$ cat src/rtl/lp_esc_clock_data_recovery.sv
// Oversampled LP escape-mode clock and data recovery for NUM_TRIOS independent C-PHY trios.
// Each trio synchronises A/C, deglitches A^C, decodes spaced-one-hot bits and assembles bytes.
module lp_esc_clock_data_recovery #(
    parameter int NUM_TRIOS      = 1,
    parameter int SYNC_STAGES    = 2,
    parameter int GLITCH_CYCLES  = 3,
    parameter int TIMEOUT_CYCLES = 255
) (
    input  logic                   Clk,
    input  logic                   Rst_n,
    input  logic [NUM_TRIOS-1:0]   En,
    input  logic [NUM_TRIOS-1:0]   A,
    input  logic [NUM_TRIOS-1:0]   C,
    output logic [NUM_TRIOS-1:0]   RxClkEsc,
    output logic [NUM_TRIOS-1:0]   BitValid,
    output logic [NUM_TRIOS-1:0]   BitData,
    output logic [NUM_TRIOS-1:0]   ByteValid,
    output logic [8*NUM_TRIOS-1:0] ByteData,
    output logic [NUM_TRIOS-1:0]   ErrCollision,
    output logic [NUM_TRIOS-1:0]   ErrTimeout
);

    localparam int RunW = $clog2(GLITCH_CYCLES + 1);
    localparam int ToW  = $clog2(TIMEOUT_CYCLES + 1);
    localparam logic [RunW-1:0] RunLast = RunW'(GLITCH_CYCLES - 1);
    localparam logic [RunW-1:0] CollSat = RunW'(GLITCH_CYCLES);
    localparam logic [ToW-1:0]  ToLast  = ToW'(TIMEOUT_CYCLES - 1);

    typedef enum logic {FiltLow, FiltHigh} filtState_t;

    for (genvar t = 0; t < NUM_TRIOS; t++) begin : gTrio
        logic [SYNC_STAGES-1:0] aSync, cSync;
        logic                   aLvl, cLvl, x;
        filtState_t             state, stateNext;
        logic [RunW-1:0]        runCnt, runCntNext, collCnt, collCntNext;
        logic                   rise, collision;
        logic [2:0]             bitCnt;
        logic [7:0]             shiftReg, byteReg;
        logic [ToW-1:0]         toCnt;
        logic                   bitValidQ, bitDataQ, byteValidQ, errCollQ, errToQ;

        // NOTE: clocked state uses non-blocking assignments so every flop samples pre-edge values.
        always_ff @(posedge Clk or negedge Rst_n) begin
            if (!Rst_n) begin
                aSync <= '0;
                cSync <= '0;
            end else begin
                aSync <= {aSync[SYNC_STAGES-2:0], A[t]};
                cSync <= {cSync[SYNC_STAGES-2:0], C[t]};
            end
        end

        assign aLvl = aSync[SYNC_STAGES-1];
        assign cLvl = cSync[SYNC_STAGES-1];
        assign x    = aLvl ^ cLvl;

        always_ff @(posedge Clk or negedge Rst_n) begin
            if (!Rst_n) begin
                state   <= FiltLow;
                runCnt  <= '0;
                collCnt <= '0;
            end else begin
                state   <= stateNext;
                runCnt  <= runCntNext;
                collCnt <= collCntNext;
            end
        end

        // NOTE: every always_comb output gets a default first so no path can infer a latch.
        always_comb begin
            stateNext   = state;
            runCntNext  = '0;
            collCntNext = '0;
            rise        = 1'b0;
            collision   = 1'b0;
            if (!En[t]) begin
                stateNext = FiltLow;
            end else begin
                unique case (state)
                    FiltLow: begin
                        if (x) begin
                            if (runCnt == RunLast) begin
                                stateNext = FiltHigh;
                                rise      = 1'b1;
                            end else begin
                                runCntNext = runCnt + RunW'(1);
                            end
                        end
                        // Collision counter saturates so a long A=C=1 hold flags only once.
                        if (aLvl && cLvl) begin
                            collCntNext = (collCnt == CollSat) ? CollSat : collCnt + RunW'(1);
                            collision   = (collCnt == RunLast);
                        end
                    end
                    FiltHigh: begin
                        if (!x) begin
                            if (runCnt == RunLast) stateNext = FiltLow;
                            else runCntNext = runCnt + RunW'(1);
                        end
                    end
                endcase
            end
        end

        always_ff @(posedge Clk or negedge Rst_n) begin
            if (!Rst_n) begin
                bitCnt     <= '0;
                shiftReg   <= '0;
                byteReg    <= '0;
                toCnt      <= '0;
                bitValidQ  <= 1'b0;
                bitDataQ   <= 1'b0;
                byteValidQ <= 1'b0;
                errCollQ   <= 1'b0;
                errToQ     <= 1'b0;
            end else if (!En[t]) begin
                bitCnt     <= '0;
                shiftReg   <= '0;
                toCnt      <= '0;
                bitValidQ  <= 1'b0;
                byteValidQ <= 1'b0;
                errCollQ   <= 1'b0;
                errToQ     <= 1'b0;
            end else begin
                bitValidQ  <= rise;
                byteValidQ <= 1'b0;
                errCollQ   <= collision;
                errToQ     <= 1'b0;
                if (collision) begin
                    bitCnt   <= '0;
                    shiftReg <= '0;
                    toCnt    <= '0;
                end else if (rise) begin
                    bitDataQ <= aLvl;
                    toCnt    <= '0;
                    if (bitCnt == 3'd7) begin
                        byteValidQ <= 1'b1;
                        byteReg    <= {aLvl, shiftReg[7:1]};
                        shiftReg   <= '0;
                        bitCnt     <= '0;
                    end else begin
                        shiftReg <= {aLvl, shiftReg[7:1]};
                        bitCnt   <= bitCnt + 3'd1;
                    end
                end else if (bitCnt != 3'd0) begin
                    if (toCnt == ToLast) begin
                        errToQ   <= 1'b1;
                        toCnt    <= '0;
                        bitCnt   <= '0;
                        shiftReg <= '0;
                    end else begin
                        toCnt <= toCnt + ToW'(1);
                    end
                end else begin
                    toCnt <= '0;
                end
            end
        end

        assign RxClkEsc[t]       = (state == FiltHigh);
        assign BitValid[t]       = bitValidQ;
        assign BitData[t]        = bitDataQ;
        assign ByteValid[t]      = byteValidQ;
        assign ByteData[8*t +: 8] = byteReg;
        assign ErrCollision[t]   = errCollQ;
        assign ErrTimeout[t]     = errToQ;
    end

endmodule

$ cat config.mk
export PLATFORM = sky130hd
export DESIGN_NAME = lp_esc_clock_data_recovery
export DESIGN_NICKNAME = d
export VERILOG_FILES = /design/src/rtl/lp_esc_clock_data_recovery.sv
export SDC_FILE = /design/constraint.sdc
export NUM_CORES = 1
export LEC_CHECK = 0
export ABC_AREA = 0
export CORE_MARGIN = 1
export CORE_UTILIZATION = 54
export DETAILED_ROUTE_END_ITERATION = 10
export HOLD_SLACK_MARGIN = 0.05
export PLACE_DENSITY = 0.77
export SYNTH_ARGS = -nofsm -noshare
export SYNTH_HDL_FRONTEND = slang
export SYNTH_SLANG_ARGS = --single-unit
$ cat constraint.sdc
create_clock -name Clk -period 2.5 [get_ports Clk]
set_clock_uncertainty 0.15 [all_clocks]
set_input_delay 0.375 -clock Clk [delete_from_list [all_inputs] [get_ports Clk]]
set_output_delay 0.375 -clock Clk [all_outputs]
set_load 0.02 [all_outputs]
Yosys cells after proc, flatten, opt, wreduce, memory -nomap -nowiden
Cells that the tools add are included.

word-level totals
  word-level logic and storage cells = 81
  bits in registers = 41
  bits of input ports = 5
  output and inout bits = 14

cells by class
  reductions and logical operators = 5
  multiplexer cells = 48
  bitwise gates (word level) = 3
  $add $sub $neg = 4
  equality and inequality tests = 7

operator list
  kind                                                   number
  two-way mux 8 bit                                      11
  two-way mux 1 bit                                      21
  two-way mux 3 bit                                      6
  two-way mux 2 bit                                      8
  adder 8 x 1 -> 8 bit, second input constant            1
  equality test 8 bit, second input constant             1
  inequality test 4 x 1 -> 1 bit, second input constant  2
  equality test 2 bit, second input constant             3
  adder 2 x 1 -> 2 bit, second input constant            2
  one-hot mux 2 bit (2 select lines)                     1
  AND reduction 4 bit                                    1
  adder 3 x 1 -> 3 bit, second input constant            1
  equality test 3 bit, second input constant             1
  AND reduction 3 bit                                    1
  nonzero test 3 bit                                     1
  inverter 1 bit                                         2
  one-hot mux 1 bit (2 select lines)                     1
  AND reduction 2 bit                                    1
  logical AND 1 bit                                      1
  XOR 1 bit                                              1

Logic depth before layout (Yosys ltp)
Gate-level depths: netlist of the first run.

  depth after elaboration = 8
  gate-level depth with buffers = 5
  depth with buffers taken out = 5

Worst setup path after synthesis of the first run
No wires, ideal clock.

  kind = register to register
  from = register gTrio[0].aSync[1]
  to = register gTrio[0].byteReg[0], in the netlist ByteData[0]
  required time = 2.225 ns
  library setup time = 0.125 ns
  arrival time = 1.494 ns
  setup slack = 0.732 ns
  buffers on the path = 0
  stages on the path, launching flop included = 5
  period minus slack after synthesis = 1.768 ns
  cell sequence = dfrtp_1 > ha_1 > and4bb_2 > nand4_4 > mux2_2

on the way
  cells in the longest elaborated chain, start to end = 6
  elaborated cells between the ends (all ways) = 10
  classes of those cells = 6 x mux; 2 x bitwise; 2 x reduce/logical

RTL lines
  what                             line  source
  start: declaration               32    logic [SYNC_STAGES-1:0] aSync, cSync;
  start signal: assignment         48    aSync <= {aSync[SYNC_STAGES-2:0], A[t]};
  logical AND 1 bit                90    if (aLvl && cLvl) begin
  two-way mux 1 bit                90
  two-way mux 1 bit                79    unique case (state)
  two-way mux 1 bit                76    if (!En[t]) begin
  inverter 1 bit (no line)         --
  AND reduction 4 bit (no line) *  --
  end signal: assignment           138   byteReg <= {aLvl, shiftReg[7:1]};
  end: declaration                 38    logic [7:0] shiftReg, byteReg;

Every way passes the cells marked *; elsewhere a longest branch is shown, timed or not.
A chain may end at the register's enable or synchronous reset.

Final worst setup path of the first run
  from = register gTrio[0].aSync[1]
  to = register gTrio[0].byteReg[7], in the netlist ByteData[7]

on the way
  cells in the longest elaborated chain, start to end = 6
  elaborated cells between the ends (all ways) = 10
  classes of those cells = 6 x mux; 2 x bitwise; 2 x reduce/logical

RTL lines
  what                           line
  logical AND 1 bit              90
  two-way mux 1 bit              90
  two-way mux 1 bit              79
  two-way mux 1 bit              76
  inverter 1 bit (no line)       --
  AND reduction 4 bit (no line)  --

Parallel ways exist; a longest one is shown, timed or not.

==> metrics.yaml, run 1 <==
status: "complete, no violations"
multiInputGateArea_um2: 644
ys.warnings.count: 0
wl_per_cell_um: 13.1
p_per_area_nw_per_um2: 566
power.total_uw: 1140
finalSetupViolCount: 0
yosys-top-cells-area: "dfrtp_1, mux2_2, o32ai_1, ha_1, inv_1"
worst_slew_pin_slew_ns: 0.834
die_area_um2: 3400
vias: 1091
synth_cell_types: 32
clock_sinks: 40
max_stage_delay_ns: 0.44
setup_tns_ns: 0
grt_setup_unrepaired: "no"
syn_inst: 134
m1WireLength_mm: 1.24
synth_nets: 145
diodes: 0
gp_routability_congestion: 0.730
hold_path_depth: 0
fin_nets: 169
initial_core_util_pct: 56.5
fin_util_pct: 66.8
cts_buffers: 5
synth_top_family_by_area: "simple AND/OR/NAND/NOR gates"
fmax_mhz: 507
final_cells: 203
synth_seq_cells: 40
critPathRequiredTime_ns: 2.58
track_usage_pct: 19.3
synth_flop_cell: "dfrtp_1"
grt-ovfl-total: 0
post_drt_via_cell_ratio: 5.37
highest_layer: "met4"
drtIter0Drc: 28
die_x_um: 58.3
grt_first_pass_wirelength_mm: 4.80
path_cells: "ha_1, and4bb_2, nand4_4, mux2_2"
critPathLaunchType: "register"
core_area_um2: 3030
setup_slack_ns: 0.529
peakVddDrop_uv: 316
grt_antenna_before_repair: 0
place_ws_ns: 0.485
ff_latch_area_um2: 1000
maxSlewHeadroom_pct: 44.4
synthXorXnorAreaFrac_pct: 2.05
cp-end-kind: "register"
routed_wl_mm: 2.66
synth-seq-area-share_pct: 58.5
synthSimpleGateAreaFrac_pct: 16.9
chipHeight_um: 58.3
hold_class: "register to register"
fin_crit_ns: 1.97
io_buffers: 18
cts_tree: "built"
clk_latency_ns: 0.34
worstSetupPathType: "register to register"
clockBufferDepth: 2
first_global_vias: 1111
synth_compound_area_share_pct: 7.83
muxShareOfSynthArea_pct: 6.51
yosys.area.top_type_share_pct: 58.5
cts-root-buf: "clkbuf_4"
drc_errors: 0
async_flop_share_pct: 100
post_cts_resized: 0
final-hold-violation-count: 0
dp_hpwl_mm: 1.96
slew_viol_final: 0
fill_cells: 236
drive_above_1_share_pct: 15.7
synth_area_um2: 1710
clkTransAtPathRegs_ns: 0.11
crit_fanout: 9
synthAdderAreaFrac_pct: 4.39
dp_cells: 194
io_pins: 19
syn_to_final_growth_pct: 18.2
r2r.worst_path.cells: 4
wl_met2_mm: 1.31
max_cap_viol_count: 0
leakage_uw: 0.000894
grt_max_degree: 41
drt_first_pass_iters: 4
synth_top_area_cell: "dfrtp_1"
synth_edf_count: 0
cp_slowest_cell: "dfrtp_1"
ant_nets: 0
wl_met3_um: 96
cts_max_level: 2
period_share_pct: 78.8
critPathArrivalTime_ns: 2.05
avgSynthCellArea_um2: 12.8
rows: 20
## report_power, final
part	internal [µW]	total, µW	leakage [µW]	switching [µW]
combinational	29.0	66.0	0.000305	37.0
clock	208	410	0.0000412	201
sequential	659	668	0.000547	9.26
## sequential cells by signal, indices dropped and copies added, names as in the netlist
signal and count:
RxClkEsc 1, BitData 1, gTrio.aSync 2, ByteValid 1, gTrio.shiftReg 7, BitValid 1, gTrio.bitCnt 3, ByteData 8
ErrCollision 1, gTrio.collCnt 2, ErrTimeout 1, gTrio.cSync 2, gTrio.runCnt 2, gTrio.toCnt 8
## layout make-up
class	instances	area share (%)
clock buffers	5	1.86
clock inverters	3	2.10
inverters	15	2.78
multi-input cells	77	31.9
flip-flops and latches	40	49.5
well taps	44	2.72
repair buffers	19	9.16
## worst max-delay path, delay by kind of cell (launching register included)
family        cells  cell delay, ns
simple gates      2            0.55
flops             1            0.44
mux               1            0.34
fa+ha+maj         1            0.38
## routing by layer
layer / GRT usage [%] / vias up
met1: 23.1 / 529
met2: 33.3 / 27
met3: 7.37 / 3
li1: - / 532
met4: 4.08 / 0
met5: 0 / -
## synthesized netlist by cell type (2+ instances only)
cell	n
nand4_4	2
nand2b_1	2
inv_1	15
nand2_1	4
o32ai_1	9
xnor2_1	2
nor2_1	3
ha_1	6
a211oi_1	3
a21oi_1	2
dfrtp_1	40
o21ai_0	3
nor3_1	7
xor2_1	2
nand3_1	6
mux2_2	9
or3_1	3
nand4bb_1	2
## layout by cell type, fill, tap and decap left out, types with 2 or more instances in the layout
cell,n
dfrtp_1,40
clkdlybuf4s50_1,17
inv_1,15
mux2_2,9
o32ai_1,9
nor3_1,7
nand3_1,6
ha_1,6
clkbuf_4,5
nand2_1,4
nor2_1,3
o21ai_0,3
or3_1,3
a211oi_1,3
nand4_4,2
nand4bb_1,2
nand2b_1,2
xor2_1,2
xnor2_1,2
a21oi_1,2
## worst paths after layout
kind,from,end,slack [ns]
setup / recovery,gTrio[0].aSync[1],ByteData[7],0.53
hold / removal,gTrio[0].cSync[0],gTrio[0].cSync[1],0.22
setup reg to reg,gTrio[0].aSync[1],ByteData[7],0.53
hold reg to reg,gTrio[0].cSync[0],gTrio[0].cSync[1],0.22
max in group asynchronous,Rst_n,gTrio[0].aSync[1],1.17
min in group asynchronous,Rst_n,gTrio[0].shiftReg[7],0.51
## logic make-up (layout without fill, tap and decap cells)
kind of cell	Yosys count	in the layout
AOI/OAI and AO/OA	18	18
adders and majority gates	6	6
muxes	10	10
and+or+nand+nor	39	39
buffers and inverters	17	42
xor gates and xnor gates	4	4
DFF	40	40
## timing repair
action | 4_1_cts | 5_1_grt
buffers inserted | 0 | 0
hold endpoints to repair | 40 | 0
hold buffers | 1 | 0
## metrics by stage
stage / cell area (µm²) / hold slack [ns]
detailed placement: 1930 / 0.191
floorplan: 1710 / -0.0706
CTS: 2020 / 0.217
global placement: 1930 / 0.182
global route: 2020 / 0.233
finish: 2020 / 0.218
Note: power is estimated with default switching activity, not from simulation.
==> inputs of run 2 (changes only) <==
==> constraint.sdc (replaced) <==
create_clock -name Clk -period 2 [get_ports Clk]
set_clock_uncertainty 0.15 [all_clocks]
set_input_delay 0.3 -clock Clk [delete_from_list [all_inputs] [get_ports Clk]]
set_output_delay 0.3 -clock Clk [all_outputs]
set_load 0.02 [all_outputs]
==> run 2 against run 1 <==
Sequential power grew 25%. Utilization barely moved. Largest cell class unchanged. Maximum frequency grew 3.4%. Register-to-register slack got worse by 0.44 ns. Largest power group unchanged. Clock power fell by 9.0%. Critical endpoint is now ByteData[5]. Cell count rose by 0.99%. Via count grew 3.1%. Total power is 14% higher. Count of clock-buffer cells in the layout increased by 1. Highest routed layer unchanged.
==> metrics.yaml, run 2 (synthesis results as in run 1) <==
status: "complete, no violations"
drt_first_pass_iters: 6
initial_core_util_pct: 56.5
leakage_uw: 0.000901
cts_buffers: 5
max_cap_viol_count: 0
cp-end-kind: "register"
grt_first_pass_wirelength_mm: 5.12
critPathRequiredTime_ns: 2.08
rows: 20
core_area_um2: 3030
fmax_mhz: 525
finalSetupViolCount: 0
p_per_area_nw_per_um2: 643
ant_nets: 0
grt_antenna_before_repair: 0
p_comb_share_pct: 7.0
period_share_pct: 95.3
io_pins: 19
io_buffers: 18
routed_wl_mm: 3.00
clockBufferDepth: 2
vias: 1125
cts-root-buf: "clkbuf_4"
peakVddDrop_uv: 406
die_x_um: 58.3
dp_cells: 197
critPathArrivalTime_ns: 1.99
cts_tree: "built"
cts_setup_buffers: 0
drive_above_1_share_pct: 16.1
layout_common_cells: "dfrtp_1, clkdlybuf4s50_1, inv_1"
track_usage_pct: 20.6
grt_setup_unrepaired: "yes"
power.total_uw: 1300
diodes: 0
hold_class: "register to register"
worstSetupPathType: "register to register"
final_cells: 205
wl_per_cell_um: 14.6
p_switching_uw: 305
drc_errors: 0
post_drt_via_cell_ratio: 5.49
dp_hpwl_mm: 2.04
worst_slew_pin_slew_ns: 0.553
drtIter0Drc: 25
crit_fanout: 9
p_int_uw: 995
die_area_um2: 3400
grt_max_degree: 41
first_global_vias: 1140
maxSlewHeadroom_pct: 63.0
clkTransAtPathRegs_ns: 0.10
clk_latency_ns: 0.35
layout_commonest_cell: "dfrtp_1"
critPathLaunchType: "register"
gp_routability_congestion: 0.754
fin_crit_ns: 1.91
grt-ovfl-total: 0
chipHeight_um: 58.3
seq_power_share_pct: 64.3
clock_sinks: 40
final-hold-violation-count: 0
fin_nets: 172
cts_max_level: 2
reg2reg_setup_slack_ns: 0.09
syn_to_final_growth_pct: 18.3
clockPowerShare_pct: 28.7
p_sw_share_pct: 23.5
slew_viol_final: 0
fill_cells: 247
## run 2: layout make-up
type,instances,area (µm²),area share (%)
sequential,40,1000,49.5
multi-input combinational,77,644,31.8
timing repair buffer,22,220,10.9
inverter,15,56.3,2.78
tap,44,55.1,2.72
clock buffer,6,41.3,2.04
clock inverter,1,5.00,0.247
## run 2: metal layers
layer	global-route usage [%]	wire, µm
met4	8.84	44
met5	0	0
met3	6.92	113
met2	33.5	1460
met1	25.1	1390
## run 2: worst max-delay path, stage by stage, from the launching register on
cell	delay, ns
dfrtp_1	0.42
ha_1	0.36
and4bb_2	0.34
nand4_4	0.20
mux2_2	0.33
## run 2: repair_timing
| item | 4_1_cts | 5_1_grt |
|---|---|---|
| hold buffers | 1 | 0 |
| gates resized for setup | 0 | 0 |
| hold endpoints to repair | 40 | 0 |
| endpoints found under the setup margin | 0 | 4 |
## run 2: power groups by stage
stage | sequential (µW) | combinational, µW | clock, µW
6_report | 836 | 90.9 | 373
5_1_grt | 839 | 101 | 421
4_1_cts | 836 | 92.9 | 392
3_5_place_dp | 852 | 90.9 | 0
3_3_place_gp | 851 | 89.0 | 0
2_1_floorplan | 857 | 33.6 | 0
## run 2: worst paths after layout
kind / end / cells past startpoint / start
worst max-delay path: ByteData[5] / 4 / gTrio[0].aSync[1]
max in group asynchronous: BitValid / 3 / Rst_n
worst max register to register: ByteData[5] / 4 / gTrio[0].aSync[1]
worst min register to register: gTrio[0].aSync[1] / 0 / gTrio[0].aSync[0]
min in group asynchronous: RxClkEsc / 3 / Rst_n
worst min-delay path: gTrio[0].aSync[1] / 0 / gTrio[0].aSync[0]
## run 2: metrics by stage
step	TNS (ns)	hold slack [ns]	setup slack, ns	utilization [%]	cell area (µm²)
after CTS	0	0.210	0.0558	66.8	2020
after detailed placement	0	0.135	0.0887	65.0	1970
after floorplan	0	-0.146	0.232	-	1710
final	0	0.208	0.0942	66.8	2020
after global routing	-0.000845	0.223	-0.000845	66.8	2020
after global placement	0	0.133	0.137	65.0	1970
==> inputs of run 3 (changes only) <==
--- a/config.mk
+++ b/config.mk
@@ -5,7 +5,6 @@
 export SDC_FILE = /design/constraint.sdc
 export NUM_CORES = 1
 export LEC_CHECK = 0
-export ABC_AREA = 0
 export CORE_MARGIN = 1
 export CORE_UTILIZATION = 54
 export DETAILED_ROUTE_END_ITERATION = 10
==> results of run 3 <==
No change in the layout: final DEF, timing and power equal those of run 2.
